$ cat config.mk
export PLATFORM = sky130hd
export DESIGN_NAME = serv_ser_bridge_flat
export DESIGN_NICKNAME = d
export VERILOG_FILES = /design/src/rtl/serv_ser_bridge_if.sv /design/src/rtl/serv_ser_bridge.sv /design/src/flat_wrapper.sv
export SDC_FILE = /design/constraint.sdc
export NUM_CORES = 1
export LEC_CHECK = 0
export CELL_PAD_IN_SITES_DETAIL_PLACEMENT = 1
export CELL_PAD_IN_SITES_GLOBAL_PLACEMENT = 1
export CORE_MARGIN = 2
export CORE_UTILIZATION = 42
export DETAILED_ROUTE_END_ITERATION = 10
export HOLD_SLACK_MARGIN = 0.12
export PLACE_DENSITY_LB_ADDON = 0.15
export SKIP_CTS_REPAIR_TIMING = 1
export SLEW_MARGIN = 30
export SYNTH_ARGS = -nofsm -noshare
export SYNTH_HDL_FRONTEND = slang
export SYNTH_SLANG_ARGS = --single-unit
export TNS_END_PERCENT = 5
$ cat constraint.sdc
create_clock -name clk -period 3.1 [get_ports clk]
set_input_delay 0.62 -clock clk [delete_from_list [all_inputs] [get_ports clk]]
set_output_delay 0.62 -clock clk [all_outputs]
set_load 0.03 [all_outputs]
$ cat src/rtl/serv_ser_bridge_if.sv
// Handshake and serial bus bundle between the operand/result producer-consumer
// and serv_ser_bridge. The bridge uses the slave modport, the driving side the
// master modport.
//   start : i_start_valid / o_start_ready with i_rs1, i_rs2, i_imm payload
//   serial: o_rs1, o_rs2, o_imm, o_en, o_cnt0, o_cnt_done out; i_rd, i_cmp in
//   result: o_rd_valid / i_rd_ready with o_rd, o_cmp payload
interface serv_ser_bridge_if;
   localparam int unsigned W = 32;

   logic         i_start_valid;
   logic         o_start_ready;
   logic [W-1:0] i_rs1;
   logic [W-1:0] i_rs2;
   logic [W-1:0] i_imm;

   logic         o_rs1;
   logic         o_rs2;
   logic         o_imm;
   logic         o_en;
   logic         o_cnt0;
   logic         o_cnt_done;
   logic         i_rd;
   logic         i_cmp;

   logic         o_rd_valid;
   logic         i_rd_ready;
   logic [W-1:0] o_rd;
   logic         o_cmp;

   modport slave (
      input  i_start_valid, i_rs1, i_rs2, i_imm, i_rd, i_cmp, i_rd_ready,
      output o_start_ready, o_rs1, o_rs2, o_imm, o_en, o_cnt0, o_cnt_done,
             o_rd_valid, o_rd, o_cmp
   );

   modport master (
      output i_start_valid, i_rs1, i_rs2, i_imm, i_rd, i_cmp, i_rd_ready,
      input  o_start_ready, o_rs1, o_rs2, o_imm, o_en, o_cnt0, o_cnt_done,
             o_rd_valid, o_rd, o_cmp
   );
endinterface

$ cat src/rtl/serv_ser_bridge.sv
// Parallel-to-serial operand bridge and serial-to-parallel result collector
// for the bit-serial ALU. Accepts one operand set, streams it LSB-first for
// 32 cycles with the ALU strobes, gathers the serial result and compare flag,
// and holds the parallel result until the consumer takes it.
// Ports:
//   clk      : clock, rising edge
//   i_rst_n  : asynchronous active-low reset
//   bus      : serv_ser_bridge_if.slave (start handshake, serial ALU side,
//              result handshake)
module serv_ser_bridge (
   input logic             clk,
   input logic             i_rst_n,
   serv_ser_bridge_if.slave bus
);

   localparam int unsigned W  = 32;
   localparam int unsigned CW = 5;
   localparam logic [CW-1:0] CNT_LAST = CW'(W - 1);

   typedef enum logic [1:0] {
      ST_IDLE = 2'd0,
      ST_RUN  = 2'd1,
      ST_HOLD = 2'd2
   } state_e;

   state_e        state_q, state_d;
   logic [CW-1:0] cnt_q,   cnt_d;
   logic [W-1:0]  rs1_q,   rs1_d;
   logic [W-1:0]  rs2_q,   rs2_d;
   logic [W-1:0]  imm_q,   imm_d;
   logic [W-1:0]  res_q,   res_d;
   logic          cmp_q,   cmp_d;
   logic          run;

   // State and datapath registers
   always_ff @(posedge clk or negedge i_rst_n) begin
      if (!i_rst_n) begin
         state_q <= ST_IDLE;
         cnt_q   <= '0;
         rs1_q   <= '0;
         rs2_q   <= '0;
         imm_q   <= '0;
         res_q   <= '0;
         cmp_q   <= 1'b0;
      end else begin
         state_q <= state_d;
         cnt_q   <= cnt_d;
         rs1_q   <= rs1_d;
         rs2_q   <= rs2_d;
         imm_q   <= imm_d;
         res_q   <= res_d;
         cmp_q   <= cmp_d;
      end
   end

   // Next-state and datapath update
   always_comb begin
      state_d = state_q;
      cnt_d   = cnt_q;
      rs1_d   = rs1_q;
      rs2_d   = rs2_q;
      imm_d   = imm_q;
      res_d   = res_q;
      cmp_d   = cmp_q;

      unique case (state_q)
         ST_IDLE: begin
            if (bus.i_start_valid) begin
               rs1_d   = bus.i_rs1;
               rs2_d   = bus.i_rs2;
               imm_d   = bus.i_imm;
               cnt_d   = '0;
               state_d = ST_RUN;
            end
         end

         ST_RUN: begin
            rs1_d = {1'b0, rs1_q[W-1:1]};
            rs2_d = {1'b0, rs2_q[W-1:1]};
            imm_d = {1'b0, imm_q[W-1:1]};
            // Result enters at the MSB so bit k sampled at cnt==k ends at res[k]
            res_d = {bus.i_rd, res_q[W-1:1]};
            if (cnt_q == CNT_LAST) begin
               cmp_d   = bus.i_cmp;
               cnt_d   = '0;
               state_d = ST_HOLD;
            end else begin
               cnt_d = cnt_q + CW'(1);
            end
         end

         ST_HOLD: begin
            // Returning to IDLE only; a start cannot be taken in this cycle
            if (bus.i_rd_ready) begin
               state_d = ST_IDLE;
            end
         end

         default: begin
            state_d = ST_IDLE;
         end
      endcase
   end

   // Outputs decoded from registered state only
   assign run               = (state_q == ST_RUN);
   assign bus.o_start_ready = (state_q == ST_IDLE);
   assign bus.o_en          = run;
   assign bus.o_rs1         = run & rs1_q[0];
   assign bus.o_rs2         = run & rs2_q[0];
   assign bus.o_imm         = run & imm_q[0];
   assign bus.o_cnt0        = run & (cnt_q == '0);
   assign bus.o_cnt_done    = run & (cnt_q == CNT_LAST);
   assign bus.o_rd_valid    = (state_q == ST_HOLD);
   assign bus.o_rd          = res_q;
   assign bus.o_cmp         = cmp_q;

endmodule

$ cat src/flat_wrapper.sv
// flat-port wrapper written by rule: the top's interface ports become plain ports
module serv_ser_bridge_flat 
  (clk, i_rst_n, bus_i_start_valid, bus_i_rs1, bus_i_rs2, bus_i_imm, bus_i_rd, bus_i_cmp, bus_i_rd_ready, bus_o_start_ready, bus_o_rs1, bus_o_rs2, bus_o_imm, bus_o_en, bus_o_cnt0, bus_o_cnt_done, bus_o_rd_valid, bus_o_rd, bus_o_cmp);
  serv_ser_bridge_if bus_i ();
  input logic clk;
  input logic i_rst_n;
  input wire logic [$bits(bus_i.i_start_valid)-1:0] bus_i_start_valid;
  input wire logic [$bits(bus_i.i_rs1)-1:0] bus_i_rs1;
  input wire logic [$bits(bus_i.i_rs2)-1:0] bus_i_rs2;
  input wire logic [$bits(bus_i.i_imm)-1:0] bus_i_imm;
  input wire logic [$bits(bus_i.i_rd)-1:0] bus_i_rd;
  input wire logic [$bits(bus_i.i_cmp)-1:0] bus_i_cmp;
  input wire logic [$bits(bus_i.i_rd_ready)-1:0] bus_i_rd_ready;
  output wire logic [$bits(bus_i.o_start_ready)-1:0] bus_o_start_ready;
  output wire logic [$bits(bus_i.o_rs1)-1:0] bus_o_rs1;
  output wire logic [$bits(bus_i.o_rs2)-1:0] bus_o_rs2;
  output wire logic [$bits(bus_i.o_imm)-1:0] bus_o_imm;
  output wire logic [$bits(bus_i.o_en)-1:0] bus_o_en;
  output wire logic [$bits(bus_i.o_cnt0)-1:0] bus_o_cnt0;
  output wire logic [$bits(bus_i.o_cnt_done)-1:0] bus_o_cnt_done;
  output wire logic [$bits(bus_i.o_rd_valid)-1:0] bus_o_rd_valid;
  output wire logic [$bits(bus_i.o_rd)-1:0] bus_o_rd;
  output wire logic [$bits(bus_i.o_cmp)-1:0] bus_o_cmp;
  assign bus_i.i_start_valid = bus_i_start_valid;
  assign bus_i.i_rs1 = bus_i_rs1;
  assign bus_i.i_rs2 = bus_i_rs2;
  assign bus_i.i_imm = bus_i_imm;
  assign bus_i.i_rd = bus_i_rd;
  assign bus_i.i_cmp = bus_i_cmp;
  assign bus_i.i_rd_ready = bus_i_rd_ready;
  assign bus_o_start_ready = bus_i.o_start_ready;
  assign bus_o_rs1 = bus_i.o_rs1;
  assign bus_o_rs2 = bus_i.o_rs2;
  assign bus_o_imm = bus_i.o_imm;
  assign bus_o_en = bus_i.o_en;
  assign bus_o_cnt0 = bus_i.o_cnt0;
  assign bus_o_cnt_done = bus_i.o_cnt_done;
  assign bus_o_rd_valid = bus_i.o_rd_valid;
  assign bus_o_rd = bus_i.o_rd;
  assign bus_o_cmp = bus_i.o_cmp;
  serv_ser_bridge u_core (.clk(clk), .i_rst_n(i_rst_n), .bus(bus_i));
endmodule
**Word level (Yosys, flattened, before mapping)**

Index checks and enable logic that the tools add are counted.

- Equal/unequal tests: 6
- Reduce and logical (&&, ||, !) cells: 6
- Mux-type cells: 13
- Add/sub/neg operators: 1
- Bitwise gates (word level): 5

Operator list:

| operator | number |
|---|---|
| $pmux W32 S2 | 3 |
| $mux W32 | 3 |
| $mux W5 | 2 |
| $pmux W5 S2 | 1 |
| $mux W2 | 3 |
| $ne A2 B2 Y1 const B | 3 |
| $pmux W2 S3 | 1 |
| $add A5 B1 Y5 const B | 1 |
| $and A1 B1 Y1 | 5 |
| $eq A5 B5 Y1 const B | 1 |
| $logic_not A5 Y1 | 1 |
| $reduce_and A2 Y1 | 2 |
| $reduce_and A3 Y1 | 1 |
| $eq A2 B1 Y1 const B | 1 |
| $eq A2 B2 Y1 const B | 1 |
| $logic_not A2 Y1 | 1 |
| $reduce_bool A2 Y1 | 1 |

- Logic and storage cells: 38
- Output and inout bits: 41
- Bits in registers: 136

**Longest topological paths before layout**

- Depth after elaboration: 3
- Gate-level depth with buffers: 7

**Worst setup path after synthesis**

Ideal clock, no wire load.

- Path kind: register -> output
- From: reg u_core.cnt_q[0]
- To: out bus_o_cnt_done
- Data required time: 2,480 ps
- Buffers on the path: 0
- Data arrival time: 1,408 ps
- Stages on the path, launching flop included: 6
- Path slack: 1,072 ps
- Path through: dfrtp_1 > ha_1 > and3_1 > ha_1 > nand2_1 > nor2_1

- Word-level cells in the longest chain between the ends: 2

RTL lines:

| element | RTL line | source |
|---|---|---|
| start: declaration | serv_ser_bridge.sv:27 | `logic [CW-1:0] cnt_q, cnt_d;` |
| start signal: assignment | serv_ser_bridge.sv:47 | `cnt_q <= cnt_d;` |
| $eq A5 B5 Y1 | serv_ser_bridge.sv:113 | `assign bus.o_cnt_done = run & (cnt_q == CNT_LAST);` |
| $and A1 B1 Y1 | serv_ser_bridge.sv:113 |  |
| end: declaration | flat_wrapper.sv:20 | `output wire logic [$bits(bus_i.o_cnt_done)-1:0] bus_o_cnt_done;` |

No other way between the ends.

**Final worst setup path**

- From: reg u_core.state_q[1]
- To: out bus_o_rs2

- Word-level cells in the longest chain between the ends: 2

RTL lines:

| element | RTL line | source |
|---|---|---|
| start: declaration | serv_ser_bridge.sv:26 | `state_e state_q, state_d;` |
| start signal: assignment | serv_ser_bridge.sv:46 | `state_q <= state_d;` |
| $eq A2 B1 Y1 | serv_ser_bridge.sv:106 | `assign run = (state_q == ST_RUN);` |
| $and A1 B1 Y1 | serv_ser_bridge.sv:110 | `assign bus.o_rs2 = run & rs2_q[0];` |
| end: declaration | flat_wrapper.sv:16 | `output wire logic [$bits(bus_i.o_rs2)-1:0] bus_o_rs2;` |

No other way between the ends.

==> flow_summary.html <==
<table>
<tr><th>Metric</th><th>Value</th></tr>
<tr><th colspan="2">Placed design</th></tr>
<tr><td>Final weighted congestion of routability-driven global placement</td><td>0.763</td></tr>
<tr><td>Cell Count Post-Placement</td><td>952</td></tr>
<tr><td>Port-buffer cells</td><td>142</td></tr>
<tr><td>Final HPWL DP</td><td>11.2 mm</td></tr>
<tr><th colspan="2">Routing</th></tr>
<tr><td>Residual DRC count</td><td>0</td></tr>
<tr><td>Ratio of routed vias to standard cells</td><td>5.59</td></tr>
<tr><td>ANT nets after route</td><td>0</td></tr>
<tr><td>Iteration count of the initial detailed-routing pass</td><td>4</td></tr>
<tr><td>Via total after detailed routing</td><td>5497</td></tr>
<tr><td>Routed length per instance</td><td>18.5 um</td></tr>
<tr><td>Post-detailed-routing wire length</td><td>18.2 mm</td></tr>
<tr><td>Number of DRC violations after detailed-routing iteration 0</td><td>344</td></tr>
<tr><th colspan="2">Synthesis</th></tr>
<tr><td>Total of flip-flops plus latches after synthesis</td><td>~140</td></tr>
<tr><td>Post-Syn Area per Cell</td><td>a little over 10 sq um</td></tr>
<tr><td>Synthesized netlist cell count</td><td>647</td></tr>
<tr><td>Number of enable-type register cells in the synthesized netlist</td><td>0</td></tr>
<tr><td>Most instantiated flip-flop cell in the synthesis netlist</td><td>sky130_fd_sc_hd__dfrtp_1</td></tr>
<tr><td>Number of distinct library cells after synthesis</td><td>26</td></tr>
<tr><td>Sequential fraction of the synthesis area</td><td>51.4%</td></tr>
<tr><td>Netlist area before placement</td><td>6620 sq um</td></tr>
<tr><td>Number of nets in the synthesized netlist</td><td>752</td></tr>
<tr><td>Async set-or-reset flop fraction in the synthesized netlist</td><td>100%</td></tr>
<tr><td>YS warnings</td><td>0</td></tr>
<tr><th colspan="2">Setup path</th></tr>
<tr><td>CP Cell Sequence</td><td>nor2b_4, buf_4, and2_1, buf_12</td></tr>
<tr><td>Element type at the critical path start</td><td>flip-flop</td></tr>
<tr><td>Worst Path Required</td><td>2480 ps</td></tr>
<tr><td>Family with the most delay on the worst path</td><td>flip-flops</td></tr>
<tr><td>Worst stage delay on the critical path</td><td>650 ps</td></tr>
<tr><td>Critical path fanouts, max</td><td>49</td></tr>
<tr><td>Worst Setup Path Type</td><td>reg2out</td></tr>
<tr><td>Cell type of the slowest stage on the worst timing path</td><td>sky130_fd_sc_hd__dfrtp_4</td></tr>
<tr><td>Worst reg2reg setup slack</td><td>710 ps</td></tr>
<tr><td>Category of the worst setup path capture point</td><td>output pin</td></tr>
<tr><td>Data arrival time of the critical path</td><td>roughly 2200 ps</td></tr>
<tr><td>Critical path buffers and inverters</td><td>2</td></tr>
<tr><th colspan="2">Global route</th></tr>
<tr><td>Global route total overflow</td><td>0</td></tr>
<tr><td>Initial antenna violation count</td><td>1</td></tr>
<tr><td>Overall Global Routing Usage</td><td>22.6%</td></tr>
<tr><td>Maximum number of pins on one net before global-route repair</td><td>75</td></tr>
<tr><td>First-pass GRT wire length</td><td>around 30 mm</td></tr>
<tr><td>Vias in the first global route</td><td>5873</td></tr>
<tr><th colspan="2">Clock tree</th></tr>
<tr><td>CTS buffer count</td><td>17</td></tr>
<tr><td>Number of H-tree levels</td><td>4</td></tr>
<tr><td>Maximum count of clock buffers along a single path</td><td>2</td></tr>
<tr><td>Clock transition at the registers of the reported paths</td><td>60 ps</td></tr>
<tr><td>Clock sinks</td><td>136</td></tr>
<tr><td>CTS tree</td><td>built</td></tr>
<tr><td>Clock latency at the later pin of the worst-skew pair</td><td>just over 400 ps</td></tr>
<tr><td>Root buf cell</td><td>sky130_fd_sc_hd__clkbuf_16</td></tr>
<tr><th colspan="2">Layout</th></tr>
<tr><td>Final Net Count</td><td>between 800 and 900</td></tr>
<tr><td>Finished Layout Cells</td><td>about 980</td></tr>
<tr><td>Proportion of layout cells with a drive suffix above 1</td><td>11.0%</td></tr>
<tr><td>Area delta synth-&gt;final</td><td>32.2%</td></tr>
<tr><td>Number of diodes added for antenna fixing</td><td>0</td></tr>
<tr><td>Util after Layout</td><td>between 50% and 60%</td></tr>
<tr><th colspan="2">Timing</th></tr>
<tr><td>Final clock skew</td><td>8.03 ps</td></tr>
<tr><td>Period Utilization, post-route</td><td>89.7%</td></tr>
<tr><td>Slew Limit Fails</td><td>0</td></tr>
<tr><td>Headroom to the max-slew limit</td><td>a little over 50%</td></tr>
<tr><td>Setup tns final</td><td>0 ps</td></tr>
<tr><td>Actual transition at the worst max-transition pin</td><td>roughly 740 ps</td></tr>
<tr><td>Max Fclk</td><td>360 MHz</td></tr>
<tr><td>Number of hold violations in the final report</td><td>0</td></tr>
<tr><td>Count of endpoints failing setup in the final report</td><td>0</td></tr>
<tr><td>Unrepaired setup endpoints after global routing</td><td>false</td></tr>
<tr><td>Tmin final</td><td>2780 ps</td></tr>
<tr><th colspan="2">Power</th></tr>
<tr><td>Leakage dissipation</td><td>3.58 nW</td></tr>
<tr><td>Worst-case vdd ir drop</td><td>0.696 mV</td></tr>
<tr><td>Pwr/cell area</td><td>931 nW/um^2</td></tr>
<tr><th colspan="2">Status</th></tr>
<tr><td>Result of the run</td><td>complete, no violations</td></tr>
<tr><th colspan="2">Die</th></tr>
<tr><td>Horizontal die dimension</td><td>~130 um</td></tr>
<tr><td>Die outline area</td><td>16800 sq um</td></tr>
<tr><td>Standard-cell row count</td><td>45</td></tr>
<tr><td>Chip Height</td><td>130 um</td></tr>
<tr><td>Initial cell density of the core</td><td>43.2%</td></tr>
<tr><td>Count of pins on the block boundary</td><td>approximately 140</td></tr>
<tr><td>Core area</td><td>about 15000 sq um</td></tr>
<tr><th colspan="2">Worst hold path</th></tr>
<tr><td>Worst hold path class</td><td>in2async</td></tr>
<tr><th colspan="2">Flow run</th></tr>
<tr><td>Count of max-cap constraint violations</td><td>0</td></tr>
</table>
[synth_stat cells (all sizes together), types with 2 or more instances]
library cell | n | area (sq um)
dfrtp | 136 | 3400
a21oi | 100 | 500
nor2b | 99 | 627
o21ai | 98 | 490
a22oi | 93 | 698
buf | 37 | 258
mux2 | 33 | 372
clkbuf | 22 | 82.6
inv | 4 | 15.0
nand2 | 4 | 15.0
nor2 | 4 | 15.0
a22o | 3 | 26.3
and2 | 3 | 18.8
ha | 3 | 37.5
or3 | 2 | 12.5
[worst paths after layout]
kind | start | endpoint | cells after the start
max | u_core.state_q[1]$_DFFE_PN0P_ | bus_o_rs2 | 4
min | i_rst_n | u_core.rs2_q[21]$_DFFE_PN0P_ | 1
max reg2reg | u_core.state_q[1]$_DFFE_PN0P_ | u_core.bus.o_rd[9]$_DFFE_PN0P_ | 4
min reg2reg | u_core.rs1_q[31]$_DFFE_PN0P_ | u_core.rs1_q[31]$_DFFE_PN0P_ | 2
max in group asynchronous | i_rst_n | u_core.bus.o_rd[15]$_DFFE_PN0P_ | 2
min in group clk | u_core.rs1_q[31]$_DFFE_PN0P_ | u_core.rs1_q[31]$_DFFE_PN0P_ | 2
[worst register-to-register path, cell delays in order, from the launching register on]
cell                      delay (ps)
sky130_fd_sc_hd__dfrtp_4         650
sky130_fd_sc_hd__nor2b_4         230
sky130_fd_sc_hd__buf_4           370
sky130_fd_sc_hd__buf_4           580
sky130_fd_sc_hd__mux2_2          430
[placed cells by master (no fill, tap or decap), types with 3 or more instances in the layout]
cell                              netlist  layout
sky130_fd_sc_hd__nand2_1                4       4
sky130_fd_sc_hd__clkinv_2               0       4
sky130_fd_sc_hd__o21ai_1               57      57
sky130_fd_sc_hd__o21ai_0               41      41
sky130_fd_sc_hd__a21oi_1              100     100
sky130_fd_sc_hd__buf_4                  8      11
sky130_fd_sc_hd__bufinv_16              0       5
sky130_fd_sc_hd__nor2_1                 4       4
sky130_fd_sc_hd__clkinvlp_4             0       3
sky130_fd_sc_hd__a22oi_1               93      93
sky130_fd_sc_hd__dfrtp_1              136     134
sky130_fd_sc_hd__nor2b_1               98      97
sky130_fd_sc_hd__inv_1                  4       4
sky130_fd_sc_hd__and2_1                 3       3
sky130_fd_sc_hd__a22o_1                 3       3
sky130_fd_sc_hd__clkbuf_16              0      17
sky130_fd_sc_hd__ha_1                   3       3
sky130_fd_sc_hd__buf_12                 0       4
sky130_fd_sc_hd__mux2_2                33      33
sky130_fd_sc_hd__clkdlybuf4s50_1        0     136
[stage by stage]
| step | total power (W) | setup slack (ps) | instance area, sq um | hold slack [ps] |
|---|---|---|---|---|
| 2_1_floorplan | 0.00484 | 1070 | 6620 | 324 |
| 3_3_place_gp | 0.00577 | 573 | 8100 | 489 |
| 3_5_place_dp | 0.00594 | 479 | 8100 | 513 |
| 4_1_cts | 0.00824 | 4.89 | 8740 | 128 |
| 5_1_grt | 0.00866 | 174 | 8750 | 130 |
| 6_report | 0.00815 | 319 | 8750 | 112 |
[state kept, by name, indices dropped and copies added (netlist names)]
register / count
u_core.rs1_q: 32
u_core.imm_q: 32
u_core.bus.o_rd: 32
u_core.bus.o_cmp: 1
u_core.rs2_q: 32
u_core.state_q: 2
u_core.cnt_q: 5
[layer usage]
metal	share of wire [%]	up-vias	global-route usage (%)
met5	0.071	-	0
met3	5.5	15	5.33
met1	43	2801	29.3
met4	1.3	2	7.08
li1	-	2574	-
met2	50	105	37.6
[logic make-up (layout without fill, tap and decap cells)]
kind of cell	count (synthesis)	in the layout	share of synthesized area, %
fa+ha+maj	3	3	0.567
simple gates	116	116	10.8
buf+inv	63	189	5.37
flops	136	136	51.4
compound gates	296	296	26.2
mux	33	33	5.62
[power by group]
group          internal [W]  switching, W  total (W)  leakage (nW)
Sequential          0.00247      0.000559    0.00303          1.77
Combinational       0.00139       0.00151    0.00290          1.51
Clock               0.00144      0.000773    0.00222         0.309
Total               0.00530       0.00284    0.00815          3.58
[area by class of cell]
class | count | area (sq um)
Timing Repair Buffer | 153 | 1550
Inverter | 4 | 15.0
Sequential cell | 136 | 3410
Tap cell | 211 | 264
Clock inverter | 13 | 201
Fill cell | 1652 | 6570
Multi-Input combinational cell | 448 | 2870
Clock buffer | 19 | 443
Note: power is estimated with default switching activity, not from simulation.
